$ cat config.mk
export PLATFORM = sky130hd
export DESIGN_NAME = pipe_stage_skid
export DESIGN_NICKNAME = d
export VERILOG_FILES = /design/src/rtl/pipe_stage_skid.sv
export SDC_FILE = /design/constraint.sdc
export NUM_CORES = 1
export LEC_CHECK = 0
export ABC_AREA = 1
export CAP_MARGIN = 5
export CORE_MARGIN = 4
export CORE_UTILIZATION = 45
export DETAILED_ROUTE_END_ITERATION = 12
export GPL_TIMING_DRIVEN = 1
export MAX_ROUTING_LAYER = met4
export PLACE_DENSITY_LB_ADDON = 0.1
export REMOVE_ABC_BUFFERS = 1
export SLEW_MARGIN = 15
export SYNTH_ARGS = -nofsm -noshare
export SYNTH_HDL_FRONTEND = slang
export SYNTH_SLANG_ARGS = --single-unit
$ cat constraint.sdc
create_clock -name clk -period 1.9 [get_ports clk]
set_clock_uncertainty 0.15 [all_clocks]
set_input_delay 0.19 -clock clk [delete_from_list [all_inputs] [get_ports clk]]
set_output_delay 0.19 -clock clk [all_outputs]
set_load 0.02 [all_outputs]
$ cat src/rtl/pipe_stage_skid.sv
// Valid/ready pipeline stage with a two-entry skid buffer; a beat accepted at edge N appears on out_* after edge N.
// in_ready and out_data come straight from flops; optional stall/bubble counters behind PIPE_STAGE_SKID_PERF_EN.
module pipe_stage_skid #(
  parameter int unsigned      WIDTH      = 32,
  parameter logic [WIDTH-1:0] RESET_DATA = {WIDTH{1'b0}},
  parameter int unsigned      CNT_WIDTH  = 32
) (
  input  logic                 clk,
  input  logic                 rst,
  input  logic                 flush,
  input  logic                 in_valid,
  output logic                 in_ready,
  input  logic [WIDTH-1:0]     in_data,
  output logic                 out_valid,
  input  logic                 out_ready,
  output logic [WIDTH-1:0]     out_data,
  output logic [CNT_WIDTH-1:0] stall_cycles,
  output logic [CNT_WIDTH-1:0] bubble_cycles
);

  // State encoding is {main_valid, skid_valid}; the valid bits are the state flops.
  typedef enum logic [1:0] {
    S_EMPTY = 2'b00,
    S_BUSY  = 2'b10,
    S_FULL  = 2'b11
  } state_t;

  state_t           r_state;
  state_t           w_state_nxt;
  logic [WIDTH-1:0] r_main_data;
  logic [WIDTH-1:0] r_skid_data;
  logic             w_accept;
  logic             w_drain;
  logic             w_load_main;
  logic             w_load_skid;
  logic             w_main_from_skid;

  assign in_ready  = ~r_state[0];
  assign out_valid = r_state[1];
  assign out_data  = r_main_data;

  assign w_accept = in_valid & in_ready;
  assign w_drain  = out_valid & out_ready;

  always_comb begin
    w_state_nxt      = r_state;
    w_load_main      = 1'b0;
    w_load_skid      = 1'b0;
    w_main_from_skid = 1'b0;
    if (flush) begin
      // Offered beat is dropped; data flops keep their contents.
      w_state_nxt = S_EMPTY;
    end else begin
      case (r_state)
        S_EMPTY: begin
          if (w_accept) begin
            w_load_main = 1'b1;
            w_state_nxt = S_BUSY;
          end
        end
        S_BUSY: begin
          if (w_accept && w_drain) begin
            w_load_main = 1'b1;
          end else if (w_accept) begin
            w_load_skid = 1'b1;
            w_state_nxt = S_FULL;
          end else if (w_drain) begin
            w_state_nxt = S_EMPTY;
          end
        end
        S_FULL: begin
          if (w_drain) begin
            w_load_main      = 1'b1;
            w_main_from_skid = 1'b1;
            w_state_nxt      = S_BUSY;
          end
        end
        default: w_state_nxt = S_EMPTY;
      endcase
    end
  end

  always_ff @(posedge clk or negedge rst) begin
    if (!rst) begin
      r_state <= S_EMPTY;
    end else begin
      r_state <= w_state_nxt;
    end
  end

  always_ff @(posedge clk or negedge rst) begin
    if (!rst) begin
      r_main_data <= RESET_DATA;
      r_skid_data <= '0;
    end else begin
      if (w_load_main) begin
        r_main_data <= w_main_from_skid ? r_skid_data : in_data;
      end
      if (w_load_skid) begin
        r_skid_data <= in_data;
      end
    end
  end

`ifdef PIPE_STAGE_SKID_PERF_EN
  localparam logic [CNT_WIDTH-1:0] CNT_ONE = 1;

  logic [CNT_WIDTH-1:0] r_stall_cnt;
  logic [CNT_WIDTH-1:0] r_bubble_cnt;

  // Counters saturate and survive flush; only reset clears them.
  always_ff @(posedge clk or negedge rst) begin
    if (!rst) begin
      r_stall_cnt  <= '0;
      r_bubble_cnt <= '0;
    end else begin
      if (out_valid && !out_ready && !(&r_stall_cnt)) begin
        r_stall_cnt <= r_stall_cnt + CNT_ONE;
      end
      if (!out_valid && out_ready && !(&r_bubble_cnt)) begin
        r_bubble_cnt <= r_bubble_cnt + CNT_ONE;
      end
    end
  end

  assign stall_cycles  = r_stall_cnt;
  assign bubble_cycles = r_bubble_cnt;
`else
  assign stall_cycles  = '0;
  assign bubble_cycles = '0;
`endif

endmodule

After elaboration in Yosys (flattened, before gate mapping)
Index checks and enable logic that the tools add are counted.

Reduce and logical (&&, ||, !) cells: 3. Equal/unequal tests: 6. Bitwise logic cells: 3. Muxes and demuxes: 18.

Operators with widths (number): $mux W32 (1); $mux W2 (6); $mux W1 (9); $ne A3 B3 Y1 const B (3); $pmux W2 S3 (1); $eq A2 B2 Y1 const B (2); $ne A4 B4 Y1 const B (1); $reduce_and A4 Y1 (1); $pmux W1 S3 (1); $and A1 B1 Y1 (2); $logic_not A2 Y1 (1); $logic_and A1 B1 Y1 (1); $not A1 Y1 (1).

Logic and storage cells: 33. Register bits: 66. Bits of input ports: 37. Output and inout bits: 98.

Depth between registers and ports, before layout
Gate-level depths: netlist of run 1.

Depth in word-level cells: 6. Gate-level depth with buffers: 8. Gate-level depth less buffers: 8.

Worst setup path after synthesis of run 1
Ideal clock, no wire load.

Path type: register -> register. Start point: register r_state[0]. End point: register r_skid_data[21]. Path slack: 0.077 ns. Library setup time: 0.126 ns. Arrival: 1.547 ns. Required time: 1.624 ns. Path buffers: 1. Stages on the path, launching flop included: 7. Period minus slack after synthesis: 1.823 ns. Cells stage by stage: dfrtp_1 > inv_1 > ha_1 > nand3_2 > nor3_4 > clkbuf_2 > o21ai_0.

Longest elaborated chain between the ends: 6. Elaborated cells between the ends (all ways): 8. Classes of those cells: eq/ne: 1; mux: 4; bitwise: 2; reduce/logical: 1.

RTL lines: start: declaration (line 28) `state_t r_state;`; start signal: assignment (line 87) `r_state <= w_state_nxt;`; $not A1 Y1 (*) (line 38) `assign in_ready = ~r_state[0];`; via in_ready (line 12) `output logic in_ready,`; $and A1 B1 Y1 (*) (line 42) `assign w_accept = in_valid & in_ready;`; $mux W1 / $logic_and A1 B1 Y1 (equally long branches) (line 64, 62); $mux W1 (*) (line 62) `if (w_accept && w_drain) begin`; $mux W1 (*) (line 54) `case (r_state)`; $mux W1 (*) (line 50) `if (flush) begin`; end signal: assignment (line 100) `r_skid_data <= in_data;`; end: declaration (line 31) `logic [WIDTH-1:0] r_skid_data;`.

The timed path passes the listed nets; every way through them passes the cells marked *. A chain may end at the register's enable or synchronous reset.

Worst setup path in the final report of run 1
Start point: register r_state[0]. End point: output port in_ready.

Longest elaborated chain between the ends: 1.

RTL lines (line): $not A1 Y1 (38); end: declaration (12).

Every way passes these cells.

==> flow_metrics.py, run 1 <==
metrics = {
    "floorplanning": {
        "ioPinCount": 135,
        "fp.dieH_um": 98.21,
        "core_region_area_um2": 7807,
        "start_util": 0.4691,
        "num_rows": 32,
        "fp.dieArea_um2": 9645,
        "die_w_um": 98.21,
    },
    "grt": {
        "grt_overflow": 0,
        "track_usage": 0.1724,
        "antenna_found_initial": 0,
        "grt_pass1_wl_um": 13170,
        "grt_max_degree": 38,
        "grt_pass1_vias": 2672,
    },
    "yosys": {
        "syn_avg_cell_area_um2": 7.646,
        "synthesis.area_um2": 3662,
        "synth.top_cell.area_share": 0.4510,
        "ys_seq_elements": 66,
        "yosysWarnings": 0,
        "yosys.area.top_type": "dfrtp_1",
        "synth.area.top_cells": "dfrtp_1 45%, nand2_1 20%, buf_4 14%, nand3_1 5.2%, o21ai_0 4.2%",
        "synth_cell_types": 19,
        "syn_inst": 479,
        "ys_seq_area_frac": 0.4510,
    },
    "detailed_routing": {
        "via_per_inst": 4.405,
        "wl_per_cell_um": 12.31,
        "drt_first_iter_violations": 119,
        "num_vias": 2916,
        "drt-total-wl_um": 8146,
        "drcViolationCount": 0,
        "ant_nets": 0,
        "first_pass_iters": 4,
    },
    "place": {
        "dp_hpwl_um": 5579,
        "placed_area_um2": 4293,
        "place_ws_ns": 0.05277,
        "place_congestion": 0.8302,
        "numPortBuffers": 70,
    },
    "setup_path": {
        "cp_data_required_time_ns": 1.56,
        "worst_path_max_delay_cell": "clkdlybuf4s50_1",
        "arrival_ns": 1.49,
        "regToRegStartpoint": "r_state[0]",
        "rrSetupSlack_ns": 0.09,
        "worst-setup-path-type": "flop to primary output",
        "crit_start": "r_state[0]",
        "cp-end-kind": "primary output",
        "cp_max_fo": 5,
        "max_stage_delay_ns": 0.61,
        "worst_setup_path_start_kind": "flop",
        "crit_chain": "inv_2, clkdlybuf4s50_1",
    },
    "clocking": {
        "clkSinkCount": 66,
        "clockBufferDepth": 2,
        "insertion_delay_ns": 0.33,
        "cts_buffers": 9,
        "h-tree-depth": 3,
        "clk_transition_reported_paths_ns": 0.07,
        "clockRootBuffer": "clkbuf_8",
        "cts_tree": "done",
    },
    "cells_and_area": {
        "nFillCells": 741,
        "antennaDiodeCount": 0,
        "drive_above_1_share": 0.07500,
        "nNetsFinal": 597,
        "design_area_um2": 4544,
        "area_growth_pct": 24.09,
        "seqCellArea_um2": 1653,
        "multi_input_area_um2": 1500,
    },
    "sta": {
        "rsz0062_at_grt": "true",
        "setup_violations": 0,
        "fmax_mhz": 545.2,
        "hold_violations": 0,
        "post-route-min-period_ns": 1.834,
        "worst_slack_ns": 0.06575,
        "period_share": 0.9654,
        "slew_viol_final": 0,
    },
    "pwr": {
        "sequentialPowerShare": 0.403,
        "vdd_drop_max_mv": 0.7459,
        "power_frac_comb": 0.408,
        "power_frac_clock": 0.189,
        "p_total_mw": 6.095,
        "p_switching_mw": 2.299,
        "power_density_nw_per_um2": 1341,
        "leakagePower_nw": 2.380,
        "p_int_mw": 3.796,
        "swShare": 0.3772,
    },
    "job": {
        "max_cap_viol_count": 0,
    },
    "hold_path": {
        "hp-class": "input port to async pin",
    },
    "outcome": {
        "outcome": "finished clean",
    },
}
==> cells by family (layout without fill, tap and decap cells) <==
group	count (synthesis)	after routing	share of synthesized area
other cells	1	64	0.001024
compound gates	32	32	0.04373
simple gates	251	251	0.2805
buf+inv	125	143	0.2101
fa+ha+maj	4	4	0.01367
flops	66	66	0.4510
==> cell usage in the layout, fill, tap and decap left out <==
master | netlist | layout
nand2_1 | 200 | 200
clkdlybuf4s50_1 | 0 | 69
dfrtp_1 | 66 | 65
conb_1 | 1 | 64
inv_1 | 39 | 38
nand3_1 | 38 | 38
o21ai_0 | 31 | 31
buf_4 | 70 | 11
clkbuf_8 | 0 | 10
buf_12 | 0 | 6
nor2_1 | 5 | 4
ha_1 | 4 | 3
inv_2 | 1 | 2
nand2_2 | 2 | 2
nor2_4 | 0 | 2
nand4_1 | 2 | 2
clkbuf_1 | 0 | 2
clkinv_2 | 0 | 2
nand3_2 | 2 | 1
nand3_4 | 0 | 1
nor3_4 | 1 | 1
o21ai_1 | 1 | 1
ha_2 | 0 | 1
bufinv_16 | 0 | 1
clkbuf_16 | 0 | 1
dlygate4sd3_1 | 0 | 1
dfrtp_2 | 0 | 1
==> state kept, by name (all words and copies together), names as in the netlist <==
name / flops
out_data: 32
r_skid_data: 32
r_state: 2
==> per-layer routing <==
layer	global-route usage	share of wire
met5	-	0
met4	0.05567	0.0092
met2	0.2686	0.47
met3	0.03929	0.056
met1	0.2241	0.47
==> through the flow <==
step	setup TNS (ns)	util	hold slack [ns]	instances
6_report	0	0.5821	0.2114	662
5_1_grt	-0.09091	0.5821	0.2286	662
4_1_cts	0	0.5748	0.2112	660
3_5_place_dp	0	0.5498	0.03492	644
3_3_place_gp	0	0.5498	0.03350	644
2_1_floorplan	-52.00	-	-0.2556	457
==> power groups by stage <==
stage                     clock network, mW  registers [mW]  logic, mW
final                                  1.15            2.46       2.49
after global routing                   1.26            2.55       2.76
after CTS                              1.18            2.46       2.47
after detailed placement                  0            2.48       2.46
after global placement                    0            2.47       2.41
after floorplan                           0            2.83      0.941
==> cells in the mapped netlist <==
cell type  count
buf_6          3
nand2_1      200
nand4_1        2
o21ai_0       31
nor2_2         1
inv_2          1
nand3_2        2
clkbuf_2       3
dfrtp_1       66
inv_1         39
ha_1           4
buf_2          9
nand2_2        2
nor2_1         5
buf_4         70
conb_1         1
nor3_4         1
o21ai_1        1
nand3_1       38
==> repair_timing <==
item                                    4_1_cts  5_1_grt
hold buffers                                  1        0
endpoints found under the hold margin        34        0
endpoints found under the setup margin        0       33
setup buffers                                 0        1
gates resized for setup                       0        4
==> worst paths after layout <==
check,to,cells after the start
min in group clk,r_skid_data[15],3
hold reg to reg,out_data[17],2
setup / recovery,in_ready,2
max in group asynchronous,r_state[0],3
hold / removal,r_skid_data[0],2
setup reg to reg,r_skid_data[6],8
==> worst max-delay path: cells and delay by family (launching register included) <==
kind	cells	cell delay, ns
DFF	1	0.44
buffers and inverters	2	0.72
==> layout make-up <==
cell class | count | area share
sequential | 66 | 0.3637
multi-input combinational | 351 | 0.3301
timing repair buffer | 88 | 0.2043
inverter | 40 | 0.03304
clock buffer | 12 | 0.03194
tap | 102 | 0.02808
clock inverter | 3 | 0.008811
No activity file was read; power rests on OpenSTA's default activity.
==> run 2, diff against run 1 <==
--- a/config.mk
+++ b/config.mk
@@ -8,8 +8,9 @@
 export ABC_AREA = 1
 export CAP_MARGIN = 5
 export CORE_MARGIN = 4
-export CORE_UTILIZATION = 45
+export CORE_UTILIZATION = 60
 export DETAILED_ROUTE_END_ITERATION = 12
+export DONT_BUFFER_PORTS = 1
 export GPL_TIMING_DRIVEN = 1
 export MAX_ROUTING_LAYER = met4
 export PLACE_DENSITY_LB_ADDON = 0.1
==> run 2 against run 1 <==
Net effect: worst setup slack got worse by 0.0011 ns; hold slack got worse by 0.18 ns; cell count fell by 11%; design area fell by 10%; count of clock-buffer cells in the layout is 1 lower; critical path depth rose by 5; via count down 2.3%; combinational power decreased by 44%; sequential power is 19% higher.
==> flow_metrics.py, run 2 (synthesis results as in run 1) <==
metrics = {
    "outcome": {
        "outcome": "finished clean",
    },
    "setup_path": {
        "cp_max_fo": 32,
        "cp_data_required_time_ns": 1.96,
        "worst_setup_path_start_kind": "flop",
        "cp-end-kind": "flop",
        "arrival_ns": 1.90,
        "worst-setup-path-type": "flop to flop",
    },
    "pwr": {
        "p_switching_mw": 2.212,
        "sequentialPowerShare": 0.553,
        "swShare": 0.4184,
        "leakagePower_nw": 2.217,
        "vdd_drop_max_mv": 0.9485,
        "power_frac_comb": 0.263,
        "p_int_mw": 3.074,
        "power_frac_clock": 0.184,
        "power_density_nw_per_um2": 1299,
    },
    "grt": {
        "track_usage": 0.2204,
        "grt_max_degree": 67,
        "grt_overflow": 0,
        "grt_pass1_vias": 2627,
        "antenna_found_initial": 0,
        "grt_pass1_wl_um": 12590,
    },
    "place": {
        "place_congestion": 0.8217,
        "numPortBuffers": 0,
        "placed_area_um2": 3493,
        "place_ws_ns": 0.09970,
        "dp_hpwl_um": 4788,
    },
    "cells_and_area": {
        "design_area_um2": 4069,
        "most-common-layout-cells": "200 x nand2_1, 65 x dfrtp_1, 64 x conb_1",
        "final_common_cell": "nand2_1",
        "area_growth_pct": 11.10,
        "nFillCells": 476,
        "nNetsFinal": 556,
        "antennaDiodeCount": 0,
        "drive_above_1_share": 0.06783,
    },
    "hold_path": {
        "hp-class": "input port to flop",
    },
    "clocking": {
        "clockRootBuffer": "clkbuf_8",
        "h-tree-depth": 3,
        "clk_transition_reported_paths_ns": 0.07,
        "clockBufferDepth": 2,
        "cts_tree": "done",
        "clkSinkCount": 66,
        "insertion_delay_ns": 0.34,
        "cts_buffers": 9,
    },
    "sta": {
        "post-route-min-period_ns": 1.835,
        "hold_violations": 0,
        "slew_viol_final": 0,
        "setup_violations": 0,
        "worst_slack_ns": 0.06464,
        "fmax_mhz": 544.9,
        "period_share": 0.9660,
        "rsz0062_at_grt": "false",
    },
    "floorplanning": {
        "ioPinCount": 135,
        "core_region_area_um2": 5921,
        "fp.dieH_um": 86.13,
        "fp.dieArea_um2": 7418,
        "num_rows": 28,
        "die_w_um": 86.13,
        "start_util": 0.6186,
    },
    "detailed_routing": {
        "wl_per_cell_um": 13.63,
        "ant_nets": 0,
        "first_pass_iters": 6,
        "drcViolationCount": 0,
        "drt-total-wl_um": 8055,
        "num_vias": 2848,
        "via_per_inst": 4.819,
        "drt_first_iter_violations": 187,
    },
    "job": {
        "max_cap_viol_count": 0,
    },
}
[run 2: changes by cell type in the layout (fill, tap and decap cells not counted), sizes merged]
cell and delta:
clkdlybuf4s50 -69, dlygate4sd3 +33, buf -6, bufinv -1
clkinv -1
[run 2: power by group through the flow]
stage	clock network [mW]	logic, mW	registers, mW
after floorplan	0	0.941	2.83
after global placement	0	1.20	2.91
after detailed placement	0	1.24	2.94
after CTS	1.00	1.35	2.92
after global routing	1.05	1.62	3.01
final	0.972	1.39	2.92
[run 2: routing by layer]
| layer | GRT usage | share of wire |
|---|---|---|
| met5 | - | 0 |
| met3 | 0.05572 | 0.075 |
| met2 | 0.3476 | 0.50 |
| met1 | 0.2733 | 0.42 |
| met4 | 0.08345 | 0.014 |
[run 2: worst max-delay path, cell delays in order, from the launching register on]
cell and delay (ns):
dfrtp_1 0.43, inv_2 0.11, ha_2 0.21, nand3_2 0.13, nor3_4 0.19, buf_4 0.18, clkbuf_16 0.21, o21ai_0 0.10
[run 2: cell type report]
| class | count | area (um2) | share of cell area |
|---|---|---|---|
| multi-input cells | 351 | 1483 | 0.3644 |
| repair buffers | 47 | 543.0 | 0.1335 |
| flip-flops and latches | 66 | 1653 | 0.4062 |
| inverters | 40 | 150.1 | 0.03690 |
| well taps | 75 | 93.84 | 0.02306 |
| clock inverters | 1 | 5.005 | 0.001230 |
| clock buffers | 11 | 141.4 | 0.03475 |
[run 2: path summary, 6_finish.rpt]
| path | from | endpoint | slack, ns | cells after the start |
|---|---|---|---|---|
| min in group asynchronous | rst | out_data[26] | 0.24 | 2 |
| hold reg to reg | r_skid_data[27] | r_skid_data[27] | 0.38 | 2 |
| hold / removal | flush | out_data[24] | 0.03 | 4 |
| setup reg to reg | r_state[0] | r_skid_data[10] | 0.06 | 7 |
| setup / recovery | r_state[0] | r_skid_data[10] | 0.06 | 7 |
| max in group asynchronous | rst | r_state[1] | 1.07 | 2 |
[run 2: metrics by stage]
| step | utilization | TNS (ns) | instances | hold slack (ns) | power [mW] |
|---|---|---|---|---|---|
| floorplan | - | -52.00 | 457 | -0.2556 | 3.768 |
| global placement | 0.5900 | 0 | 541 | -0.2541 | 4.110 |
| detailed placement | 0.5900 | 0 | 541 | -0.2540 | 4.181 |
| CTS | 0.6769 | 0 | 588 | 0.02234 | 5.271 |
| global route | 0.6872 | 0 | 591 | 0.05677 | 5.681 |
| finish | 0.6872 | 0 | 591 | 0.02755 | 5.286 |
[run 2: what timing repair did]
action | CTS | global route
setup endpoints to repair | 0 | 30
gates resized for setup | 0 | 3
endpoints found under the hold margin | 132 | 0
setup buffers | 0 | 1
hold buffers | 35 | 0
==> run 3, diff against run 2 <==
--- a/config.mk
+++ b/config.mk
@@ -5,7 +5,6 @@
 export SDC_FILE = /design/constraint.sdc
 export NUM_CORES = 1
 export LEC_CHECK = 0
-export ABC_AREA = 1
 export CAP_MARGIN = 5
 export CORE_MARGIN = 4
 export CORE_UTILIZATION = 60
==> run 3 against run 2 <==
Net effect: the flow now finishes with violations (negative setup slack); sequential cell count stayed put; critical path depth stayed put; hold slack better by 0.031 ns; critical path type unchanged; largest cell class is now multi-input gates; largest power group unchanged; highest routed layer unchanged.
==> flow_metrics.py, run 3 <==
metrics = {
    "outcome": {
        "outcome": "finished with violations",
        "violations": "negative setup slack",
    },
    "floorplanning": {
        "fp.dieArea_um2": 7275,
        "ioPinCount": 135,
        "fp.dieH_um": 85.30,
        "die_w_um": 85.30,
        "start_util": 0.6354,
        "core_region_area_um2": 5642,
        "num_rows": 27,
    },
    "pwr": {
        "vdd_drop_max_mv": 0.6963,
        "swShare": 0.3396,
        "power_density_nw_per_um2": 1399,
        "p_total_mw": 5.959,
        "power_frac_clock": 0.202,
        "p_int_mw": 3.936,
        "sequentialPowerShare": 0.505,
        "power_frac_comb": 0.293,
        "leakagePower_nw": 2.082,
        "p_switching_mw": 2.023,
    },
    "cells_and_area": {
        "area_growth_pct": 18.81,
        "final_common_cell": "dfrtp_1",
        "antennaDiodeCount": 0,
        "most-common-layout-cells": "65 x dfrtp_1, 64 x conb_1, 59 x mux2_2",
        "design_area_um2": 4259,
        "drive_above_1_share": 0.4338,
        "utilization": 0.7549,
        "final_cells": 397,
        "nNetsFinal": 362,
    },
    "setup_path": {
        "rrSetupSlack_ns": -0.13,
        "crit_top_cell": "buf_6",
        "crit_chain": "buf_6, ha_4, nand4b_1, buf_6, buf_8, mux2_2, mux2_4",
        "arrival_ns": 2.09,
        "crit_start": "r_state[0]",
        "r2r-end": "out_data[28]",
        "worst_path_max_delay_cell": "dfrtp_1",
        "cp_max_fo": 8,
        "max_stage_delay_ns": 0.40,
        "cp-endpoint": "out_data[28]",
        "timing.critical_path.buf_inv": 3,
        "worst_setup_path_start_kind": "flop",
        "worst-setup-path-type": "flop to flop",
        "cp-end-kind": "flop",
        "cpLargestDelayFamily": "multiplexers",
        "regToRegStartpoint": "r_state[0]",
        "cp.depth": 7,
        "cp_data_required_time_ns": 1.96,
        "ff2ff_path_depth": 7,
    },
    "yosys": {
        "synth.top_cell.area_share": 0.4607,
        "syn_avg_cell_area_um2": 13.63,
        "yosysWarnings": 0,
        "ys_async_sr_fraction": 1.000,
        "synth-edff-count": 0,
        "yosysMostFrequentCell": "mux2_2",
        "ys_seq_area_frac": 0.4607,
        "synthesis.area_um2": 3585,
        "synth_common_cells": "67 x mux2_2, 66 x dfrtp_1, 64 x buf_4",
        "synth_cell_types": 22,
        "ys_seq_elements": 66,
        "synth.area.top_cells": "dfrtp_1 46%, mux2_2 21%, buf_4 13%, mux2_4 13%, ha_1 1.4%",
        "synthFlopType": "dfrtp_1",
        "syn_inst": 263,
        "yosys.area.top_type": "dfrtp_1",
    },
    "sta": {
        "setup_violations": 32,
        "rsz0062_at_grt": "true",
        "post-route-min-period_ns": 2.033,
        "hold_violations": 0,
        "fmax_mhz": 491.8,
        "worst_slack_ns": -0.1332,
        "setup_tns_ns": -3.278,
        "period_share": 1.070,
        "slew_viol_final": 0,
    },
    "grt": {
        "grt_max_degree": 67,
        "antenna_found_initial": 0,
        "grt_overflow": 0,
        "grt_pass1_wl_um": 10250,
        "track_usage": 0.1848,
        "grt_pass1_vias": 2022,
    },
    "clocking": {
        "clockRootBuffer": "clkbuf_8",
        "h-tree-depth": 3,
        "clkSinkCount": 66,
        "clockBufferDepth": 2,
        "cts_tree": "done",
        "insertion_delay_ns": 0.33,
        "clk_transition_reported_paths_ns": 0.06,
        "cts_buffers": 9,
    },
    "detailed_routing": {
        "ant_nets": 0,
        "via_per_inst": 5.003,
        "first_pass_iters": 4,
        "drt-total-wl_um": 6622,
        "num_vias": 1986,
        "drcViolationCount": 0,
        "drt_first_iter_violations": 48,
        "wl_per_cell_um": 16.68,
    },
    "place": {
        "numPortBuffers": 0,
        "dp_hpwl_um": 4269,
        "placed_area_um2": 3541,
        "place_congestion": 0.8067,
        "place_inst": 343,
    },
    "hold_path": {
        "hp-class": "input port to flop",
    },
    "job": {
        "max_cap_viol_count": 0,
    },
}
run 3: cell types whose count changed in the layout (fill, tap and decap cells not counted), moves of 7 or more:
cell	previous run	this run
nand3_1	38	0
o21ai_0	31	3
nand2_1	200	2
mux2_4	0	38
inv_1	38	2
mux2_2	0	59
buf_4	6	13
run 3: worst min-delay path by stage:
| stage | startpoint | end | slack (ns) | depth (start not counted) |
|---|---|---|---|---|
| after floorplan | rst | out_data[0] | -0.26 | 0 |
| after global placement | rst | out_data[16] | -0.25 | 0 |
| after detailed placement | rst | out_data[16] | -0.25 | 0 |
| after CTS | out_ready | r_state[1] | 0.05 | 3 |
| after global routing | out_ready | r_state[1] | 0.06 | 3 |
| final | out_ready | r_state[1] | 0.06 | 3 |
run 3: cells by family after synthesis:
group,after synthesis,synth area share
AO/OA/AOI/OAI,9,0.01780
other,1,0.001046
AND/OR/NAND/NOR,10,0.01536
multiplexers,97,0.3361
flip-flops,66,0.4607
adder cells (fa/ha/maj),4,0.01396
buffers and inverters,76,0.1550
run 3: area by class of cell:
class / instances / area, um2
Clock buffer: 13 / 168.9
Clock inverter: 2 / 35.03
Fill cell: 364 / 1383
Inverter: 3 / 11.26
Multi-Input combinational cell: 184 / 1690
Sequential cell: 66 / 1653
Tap cell: 72 / 90.09
Timing Repair Buffer: 57 / 610.6
run 3: metrics by stage:
stage	setup slack, ns	hold WS (ns)
5_1_grt	-0.1719	0.06416
3_3_place_gp	-0.08099	-0.2538
3_5_place_dp	-0.1101	-0.2536
2_1_floorplan	-0.9384	-0.2556
6_report	-0.1332	0.05806
4_1_cts	-0.1069	0.04948
run 3: power by group through the flow:
stage	logic, mW	clock network [mW]	registers (mW)
2_1_floorplan	1.29	0	2.88
3_3_place_gp	1.56	0	2.99
3_5_place_dp	1.60	0	3.01
4_1_cts	1.74	1.23	3.01
5_1_grt	1.90	1.30	3.10
6_report	1.74	1.20	3.01
run 3: what timing repair did:
item | 4_1_cts | 5_1_grt
gates resized for setup | 13 | 9
pin swaps | 0 | 1
hold buffers | 35 | 0
hold endpoints to repair | 132 | 0
cloned | 0 | 2
setup endpoints to repair | 32 | 61
buffers inserted | 1 | 1
run 3: worst min-delay path: stages:
cell and delay (ns):
nand2_1 0.05, mux2_2 0.18, o31ai_1 0.07
run 3: routing by layer:
| layer | vias up | part of all wire | GRT usage |
|---|---|---|---|
| li1 | 897 | - | - |
| met1 | 995 | 0.42 | 0.2281 |
| met2 | 87 | 0.50 | 0.3023 |
| met3 | 7 | 0.075 | 0.04563 |
| met4 | 0 | 0.0095 | 0.05180 |
| met5 | - | 0 | - |
